===== config.mk =====
export PLATFORM = sky130hd
export DESIGN_NAME = byte_packer
export DESIGN_NICKNAME = d
export VERILOG_FILES = /design/src/rtl/byte_packer.sv
export SDC_FILE = /design/constraint.sdc
export NUM_CORES = 1
export LEC_CHECK = 0
export ABC_CLOCK_PERIOD_IN_PS = 3000
export BUFFER_PORTS_ARGS = -buffer_cell sky130_fd_sc_hd__buf_2
export CORE_UTILIZATION = 57
export CTS_BUF_LIST = sky130_fd_sc_hd__clkbuf_8
export CTS_CLUSTER_SIZE = 10
export DETAILED_ROUTE_END_ITERATION = 6
export GPL_TIMING_DRIVEN = 0
export PLACE_DENSITY = 0.82
export SLEW_MARGIN = 15
export SYNTH_ARGS = -nofsm -noshare
export SYNTH_HDL_FRONTEND = slang
export SYNTH_SLANG_ARGS = --single-unit

===== constraint.sdc =====
create_clock -name clk -period 3 [get_ports clk]
set_input_delay 0.15 -clock clk [delete_from_list [all_inputs] [get_ports clk]]
set_output_delay 0.15 -clock clk [all_outputs]
set_load 0.01 [all_outputs]

===== src/rtl/byte_packer.sv =====
// byte_packer
// Packs a stream of bytes into BYTES-wide words, little-endian by arrival
// order (the first byte of a word lands in lane 0). A flush request emits a
// partially filled word. Unused lanes read as zero and are flagged by the
// out_keep mask. A single output holding register lets the next word
// assemble while the previous one waits for the downstream consumer.
//
// Handshakes (both sides): a transfer happens on a rising edge where
// valid && ready. A producer holds valid and its payload stable until the
// transfer. The ready signal never depends on the valid signal of the same
// port.
//
// Ports:
//   clk        rising-edge clock
//   rst        synchronous active-high reset
//   in_valid   data_in carries a byte this cycle
//   in_ready   byte accepted when in_valid && in_ready (combinational from out_ready)
//   data_in    input byte
//   flush      one-cycle request to emit the partial word
//   out_valid  data_out / out_keep hold a word
//   out_ready  downstream accepts the word
//   data_out   packed word, lane i = data_out[8*i +: 8]
//   out_keep   bit i set when lane i holds data
module byte_packer #(
    parameter int BYTES = 4
) (
    input  logic                 clk,
    input  logic                 rst,
    input  logic                 in_valid,
    output logic                 in_ready,
    input  logic [7:0]           data_in,
    input  logic                 flush,
    output logic                 out_valid,
    input  logic                 out_ready,
    output logic [8*BYTES-1:0]   data_out,
    output logic [BYTES-1:0]     out_keep
);

    localparam int IW = $clog2(BYTES);
    // Count width holds 0..BYTES, one more than the lane index needs.
    localparam int CW = IW + 1;
    localparam logic [IW-1:0] LAST = IW'(BYTES - 1);

    logic [8*BYTES-1:0] asm_q;
    logic [8*BYTES-1:0] asm_next;
    logic [IW-1:0]      idx;
    logic               flush_pend;

    logic [CW-1:0]      count_next;
    logic               slot_free;
    logic               accept;
    logic               complete;
    logic               flush_req;
    logic               emit_partial;
    logic               set_pend;
    logic [BYTES-1:0]   keep_partial;

    always_comb begin
        slot_free = !out_valid || out_ready;
        // Only the last lane has to wait for the holding register; earlier
        // lanes keep filling the assembly register under a downstream stall.
        in_ready  = !flush_pend && !(idx == LAST && out_valid && !out_ready);
        accept    = in_valid && in_ready;
        complete  = accept && (idx == LAST);

        // Byte count after this cycle's accept, so a flush arriving with a
        // byte includes that byte.
        count_next = {1'b0, idx} + CW'(accept);

        asm_next = asm_q;
        for (int i = 0; i < BYTES; i++) begin
            if (accept && idx == IW'(i)) begin
                asm_next[8*i +: 8] = data_in;
            end
        end

        // A completing word takes priority; it already empties the assembly
        // register, so a simultaneous flush has nothing left to emit.
        flush_req    = (flush || flush_pend) && (count_next != '0) && !complete;
        emit_partial = flush_req && slot_free;
        set_pend     = flush_req && !slot_free;

        keep_partial = '0;
        for (int i = 0; i < BYTES; i++) begin
            keep_partial[i] = (CW'(i) < count_next);
        end
    end

    always_ff @(posedge clk) begin
        if (rst) begin
            asm_q      <= '0;
            idx        <= '0;
            flush_pend <= 1'b0;
            out_valid  <= 1'b0;
            data_out   <= '0;
            out_keep   <= '0;
        end else if (complete) begin
            // in_ready guarantees the slot is free whenever a word completes.
            data_out   <= asm_next;
            out_keep   <= '1;
            out_valid  <= 1'b1;
            asm_q      <= '0;
            idx        <= '0;
            flush_pend <= 1'b0;
        end else if (emit_partial) begin
            // asm is cleared on every emit, so lanes beyond the count are 0.
            data_out   <= asm_next;
            out_keep   <= keep_partial;
            out_valid  <= 1'b1;
            asm_q      <= '0;
            idx        <= '0;
            flush_pend <= 1'b0;
        end else begin
            // Transfer without reload: drop valid, keep the payload.
            if (out_valid && out_ready) begin
                out_valid <= 1'b0;
            end
            asm_q <= asm_next;
            idx   <= count_next[IW-1:0];
            if (set_pend) begin
                flush_pend <= 1'b1;
            end
        end
    end

endmodule


# ---- Yosys cells after proc, flatten, opt, wreduce, memory -nomap -nowiden
# Index checks and enable logic that the tools add are counted.
dict set report op_classes {
  n_mux 11
  magnitude_cmp 4
  n_addsub 1
  eq_ne 3
  reduce_logical 26
  bitwise 0
  mul 0
  shifts 0
  n_div 0
}
# operator n
set op_table {}
lappend op_table {{2-to-1 mux 32 bit} 2}
lappend op_table {{2-to-1 mux 8 bit} 4}
lappend op_table {{logical AND 1 bit} 13}
lappend op_table {{2-to-1 mux 4 bit} 2}
lappend op_table {{logical NOT 1 bit} 6}
lappend op_table {{less-than comparator 1 x 3 -> 1 bit, first input constant} 2}
lappend op_table {{less-than comparator 2 x 3 -> 1 bit, first input constant} 2}
lappend op_table {{nonzero test 3 bit} 2}
lappend op_table {{equality test 2 bit, second input constant} 2}
lappend op_table {{adder 2 x 1 -> 3 bit} 1}
lappend op_table {{2-to-1 mux 1 bit} 3}
lappend op_table {{OR reduction 3 bit} 1}
lappend op_table {{equality test 2 x 1 -> 1 bit, second input constant} 1}
lappend op_table {{logical NOT 2 bit} 1}
lappend op_table {{logical OR 1 bit} 2}
lappend op_table {{nonzero test 2 bit} 1}
dict set report word_totals {
  word_cells 51
  mem_count 0
  ramBits 0
  latchBits 0
  in_bits 13
  mem_bits_ro 0
  register_bits 72
  output_inout_bits 38
}

# ---- Depth between registers and ports, before layout
dict set report depth {
  depth_word 13
  ltp_mapped 12
  ltp_nobuf 10
}

# ---- Worst setup path before layout
# No wires, ideal clock.
dict set report synth_timing {
  kind {reg2reg}
  startpoint {register out_valid}
  endpoint {register asm_q[16]}
  setup_slack_ns 0.365
  t_required_ns 2.936
  synth_period_minus_slack_ns 2.635
  t_arrival_ns 2.571
  setup_ns 0.064
  path_stages_with_launch 13
  n_path_buf 2
  cell_sequence {dfxtp_1 -> and2b_1 -> a31oi_1 -> and2_1 -> ha_1 -> inv_1 -> ha_1 -> o32ai_4 -> nor2_2 -> or3_1 -> buf_6 -> buf_12 -> nor2_4}
}
dict set report synth_via {
  elab_chain_len 11
  word_cells_on_any_way 17
  cone_classes {add/sub: 1; mux: 1; reduce/logical: 15}
}
# element line_no
set synth_lines {}
lappend synth_lines {{start: declaration} 33} ;# output logic out_valid,
lappend synth_lines {{start signal: assignment} 94} ;# out_valid <= 1'b0;
lappend synth_lines {{start signal: assignment} 101} ;# out_valid <= 1'b1;
lappend synth_lines {{start signal: assignment} 109} ;# out_valid <= 1'b1;
lappend synth_lines {{logical AND 1 bit (2 in series)} 62} ;# in_ready = !flush_pend && !(idx == LAST && out_valid && !out_ready);
lappend synth_lines {{logical NOT 1 bit} 62}
lappend synth_lines {{logical AND 1 bit} 62}
lappend synth_lines {{named net in_ready} 30} ;# output logic in_ready,
lappend synth_lines {{logical AND 1 bit} 63} ;# accept = in_valid && in_ready;
lappend synth_lines {{adder 2 x 1 -> 3 bit} 68} ;# count_next = {1'b0, idx} + CW'(accept);
lappend synth_lines {{named net count_next[1]} 49} ;# logic [CW-1:0] count_next;
lappend synth_lines {{nonzero test 3 bit} 79} ;# flush_req = (flush || flush_pend) && (count_next != '0) && !complete;
lappend synth_lines {{logical AND 1 bit (2 in series)} 79}
lappend synth_lines {{logical AND 1 bit} 80} ;# emit_partial = flush_req && slot_free;
lappend synth_lines {{OR reduction 3 bit (no line)} -}
lappend synth_lines {{end signal: assignment} 118} ;# asm_q <= asm_next;
lappend synth_lines {{end: declaration} 44} ;# logic [8*BYTES-1:0] asm_q;
# The timed path passes the listed nets, and every way through them passes these cells.
# A chain may end at the register's enable or synchronous reset.

# ---- Worst setup path in the final report
dict set report layout_timing {
  startpoint {register out_valid}
  endpoint {register data_out[30]}
}
dict set report layout_via {
  elab_chain_len 11
  word_cells_on_any_way 18
  cone_classes {add/sub: 1; mux: 3; reduce/logical: 14}
}
# element line_no
set layout_lines {}
lappend layout_lines {{logical AND 1 bit (2 in series)} 62}
lappend layout_lines {{logical NOT 1 bit} 62}
lappend layout_lines {{logical AND 1 bit} 62}
lappend layout_lines {{logical AND 1 bit} 63}
lappend layout_lines {{adder 2 x 1 -> 3 bit} 68}
lappend layout_lines {{named net count_next[1]} 49}
lappend layout_lines {{nonzero test 3 bit} 79}
lappend layout_lines {{logical AND 1 bit (2 in series)} 79}
lappend layout_lines {{logical AND 1 bit} 80}
lappend layout_lines {{nonzero test 2 bit (no line)} -}
lappend layout_lines {{end signal: assignment} 99} ;# data_out <= asm_next;
lappend layout_lines {{end signal: assignment} 107} ;# data_out <= asm_next;
lappend layout_lines {{end: declaration} 35} ;# output logic [8*BYTES-1:0] data_out,
# The timed path passes the listed nets, and every way through them passes these cells. The select of a mux whose other input is x is not followed.

==> run metrics <==
wire per inst=15.4 um; M2 GR Usage=33.2%; Sink Count=between 70 and 80; commonest non-fill, non-tap cell in the layout=dfxtp_1; Flop pwr share=between 50% and 60%; Hold Vio Cnt, Final=0; final instance area=~3300 sq um; first-pass GRT wire length=around 8400 um; Internal Pwr Total=between 1 and 1.5 mW; fraction of layout cells with a size suffix above 1=between 30% and 40%; vias post-DR=roughly 1800; leading area contributor after synthesis=dfxtp_1; die height=~70 um; non-filler cells in the finished layout=between 300 and 400; CP most frequent cell=ha_1; Netlist cell types=30; combinational fraction of design power=between 10% and 20%; CP peak stage delay=approximately 0.36 ns; clk_skew=0.00317 ns; crit path from=out_valid; Cell Area, Placed=3100 sq um; Yosys warning count=0; Mapped Nets=approximately 230; worst skew pair latency=0.33 ns; number of synthesized flops with an enable pin=0; io pins=between 50 and 60; Initial DRT Pass Iterations=4; M1 GR Usage=30.2%; WL final=about 5200 um; Worst EP required=3.22 ns; postcts setup bufs=0; startpoint types=flop; CTS Buf Count=9; CP endpoint=data_out[30]; post-CTS sizing=0; I/O Buffers=50; Synth-to-Final Area Change=17.9%; Highest Clock Rate=roughly 0.37 GHz; Worst Hold Class=in2reg; Hold Path Cell Cnt=2; VDD IR-drop max=between 400 and 500 uV; total gr overflow=0; vias in the first global route=roughly 1700; max_cap viols=0; Total GRT Usage=roughly 22%; fin util=69.8%; Area contributors post-synth=dfxtp_1, mux2i_1, o2bb2ai_1; Post-Synthesis Cells=217; status=completed; Die Area=5160 sq um; num rows=25; die extent in x=just over 70 um; TritonCTS clock tree=built; leakage=1.33 nW; initial core utilization=between 50% and 60%; HPWL after detailed placement=3650 um; Yosys top cell area share=between 50 and 60%; Post-Syn Area per Cell=between 10 and 15 sq um; layer with the highest usage=met2; reg2reg setup slack=approximately 0.26 ns; Worst-path clk slew=about 0.060 ns; Reg2Reg Depth=11; Slew HR=between 50% and 60%; initial antenna violation count=0; Worst path slowest cell=buf_2; routed vias/inst=around 5.3; Setup crit end kind=flop; worst setup path class=reg2reg; RSZ-0062 raised after global routing=no; # hold bufs at CTS=0; CTS max path bufs=2; Post-synth ARST share=0%; htree depth=3; Tightest Pin Transition=approximately 0.6 ns; Final Setup Violations=0; final net count=294; met3 GRT Util=roughly 6.6%; Crit path arrival time=between 2 and 3 ns; P_sw=between 0.5 and 0.6 mW; worst path cell trace=and2b_1 > a31oi_1 > and2_1 > ha_1 > inv_1 > ha_1 > o32ai_4 > nor2_2 > o21bai_2 > buf_2 > o2bb2ai_1; sw frac=approximately a quarter; GPL Wtd Cong=between 0.7 and 0.8; Final Max Slew Viols=0; worst-path fanout max=10; Min Clock Period, post-route=roughly 2.7 ns; root buf cell=clkbuf_8; period utilisation layout=about nine tenths; flops & latches, synth=72; drt initial violations=116; # diodes=0; synthesized area=between 2000 and 3000 sq um; Setup TNS Final=0 ns; Seq/Total Area, Yosys=51.9%; Power Density=604 nW/um^2; clock share of power=approximately 34%; pin count of the biggest net entering global routing=11; top_reg_cell synth=dfxtp_1; DR DRC count=0; R2R Path Start=out_valid; worst hold slack=approximately 0.075 ns; most frequent cells in the layout=dfxtp_1, buf_2, mux2i_1, o2bb2ai_1, nor2_4; post-placement cell count=roughly 320; Detail Route Antenna Nets=0; Core ar.=between 4000 and 5000 sq um; fill cell count=approximately 350; r2r endpoint=data_out[30]
[power by group through the flow]
stage	registers [mW]	logic [mW]	clock network (mW)
CTS	1.02	0.299	0.677
global placement	1.04	0.294	0
global route	1.02	0.324	0.724
floorplan	1.04	0.213	0
detailed placement	1.04	0.298	0
finish	1.01	0.298	0.665
[kinds of logic after synthesis]
logic type / count (synthesis) / synth area share, %
AND/OR/NAND/NOR: 52 / 15.4
adder cells (fa/ha/maj): 3 / 1.35
buffers and inverters: 15 / 4.59
multiplexers: 33 / 12.0
AO/OA/AOI/OAI: 42 / 14.8
flip-flops: 72 / 51.9
[worst min path at each step]
stage               start     endpoint  slack (ns)
CTS                   rst    out_valid        0.04
floorplan             rst  out_keep[3]        0.22
global placement      rst  out_keep[3]        0.40
finish                rst    out_valid        0.08
global route          rst    out_valid        0.07
detailed placement    rst    out_valid        0.40
[per-stage QoR]
stage	total power [mW]	worst slack, ns
3_5_place_dp	1.33	0.211
4_1_cts	1.99	0.168
3_3_place_gp	1.33	0.232
2_1_floorplan	1.26	0.365
6_report	1.98	0.264
5_1_grt	2.07	0.0433
[Yosys cell counts, types with 2 or more instances]
library cell,number
dfxtp_1,72
mux2i_1,32
o2bb2ai_1,29
nor2_4,20
nor2_1,16
o2bb2ai_2,6
buf_2,4
a21oi_1,3
and2_1,3
buf_4,3
buf_6,3
ha_1,3
a31oi_1,2
buf_12,2
inv_1,2
nor3_2,2
nor3_4,2
[routing by layer]
| layer | vias to the layer above | share of wire [%] |
|---|---|---|
| met5 | - | 0 |
| met4 | 0 | 1.4 |
| met3 | 6 | 3.7 |
| met2 | 35 | 46 |
| met1 | 842 | 49 |
| li1 | 900 | - |
[sequential cells by signal, summed over array words and instances (netlist names)]
signal      count
data_out       32
out_keep        4
flush_pend      1
out_valid       1
asm_q          32
idx             2
[worst max-delay path: cells and delay by family, from the launching register on]
family                   cells  cell delay (ns)
AO/OA/AOI/OAI                4             0.91
adder cells (fa/ha/maj)      2             0.50
AND/OR/NAND/NOR              3             0.49
buffers and inverters        2             0.41
flip-flops                   1             0.31
[final cells by class]
class,instances,area [sq um],area share [%]
sequential,72,1440,44.0
multi-input combinational,130,1220,37.1
timing repair buffer,50,250,7.64
clock buffer,12,165,5.04
buffer,12,116,3.55
tap,54,67.6,2.06
inverter,3,11.3,0.344
clock inverter,2,7.51,0.229
No activity file was read; power rests on OpenSTA's default activity.
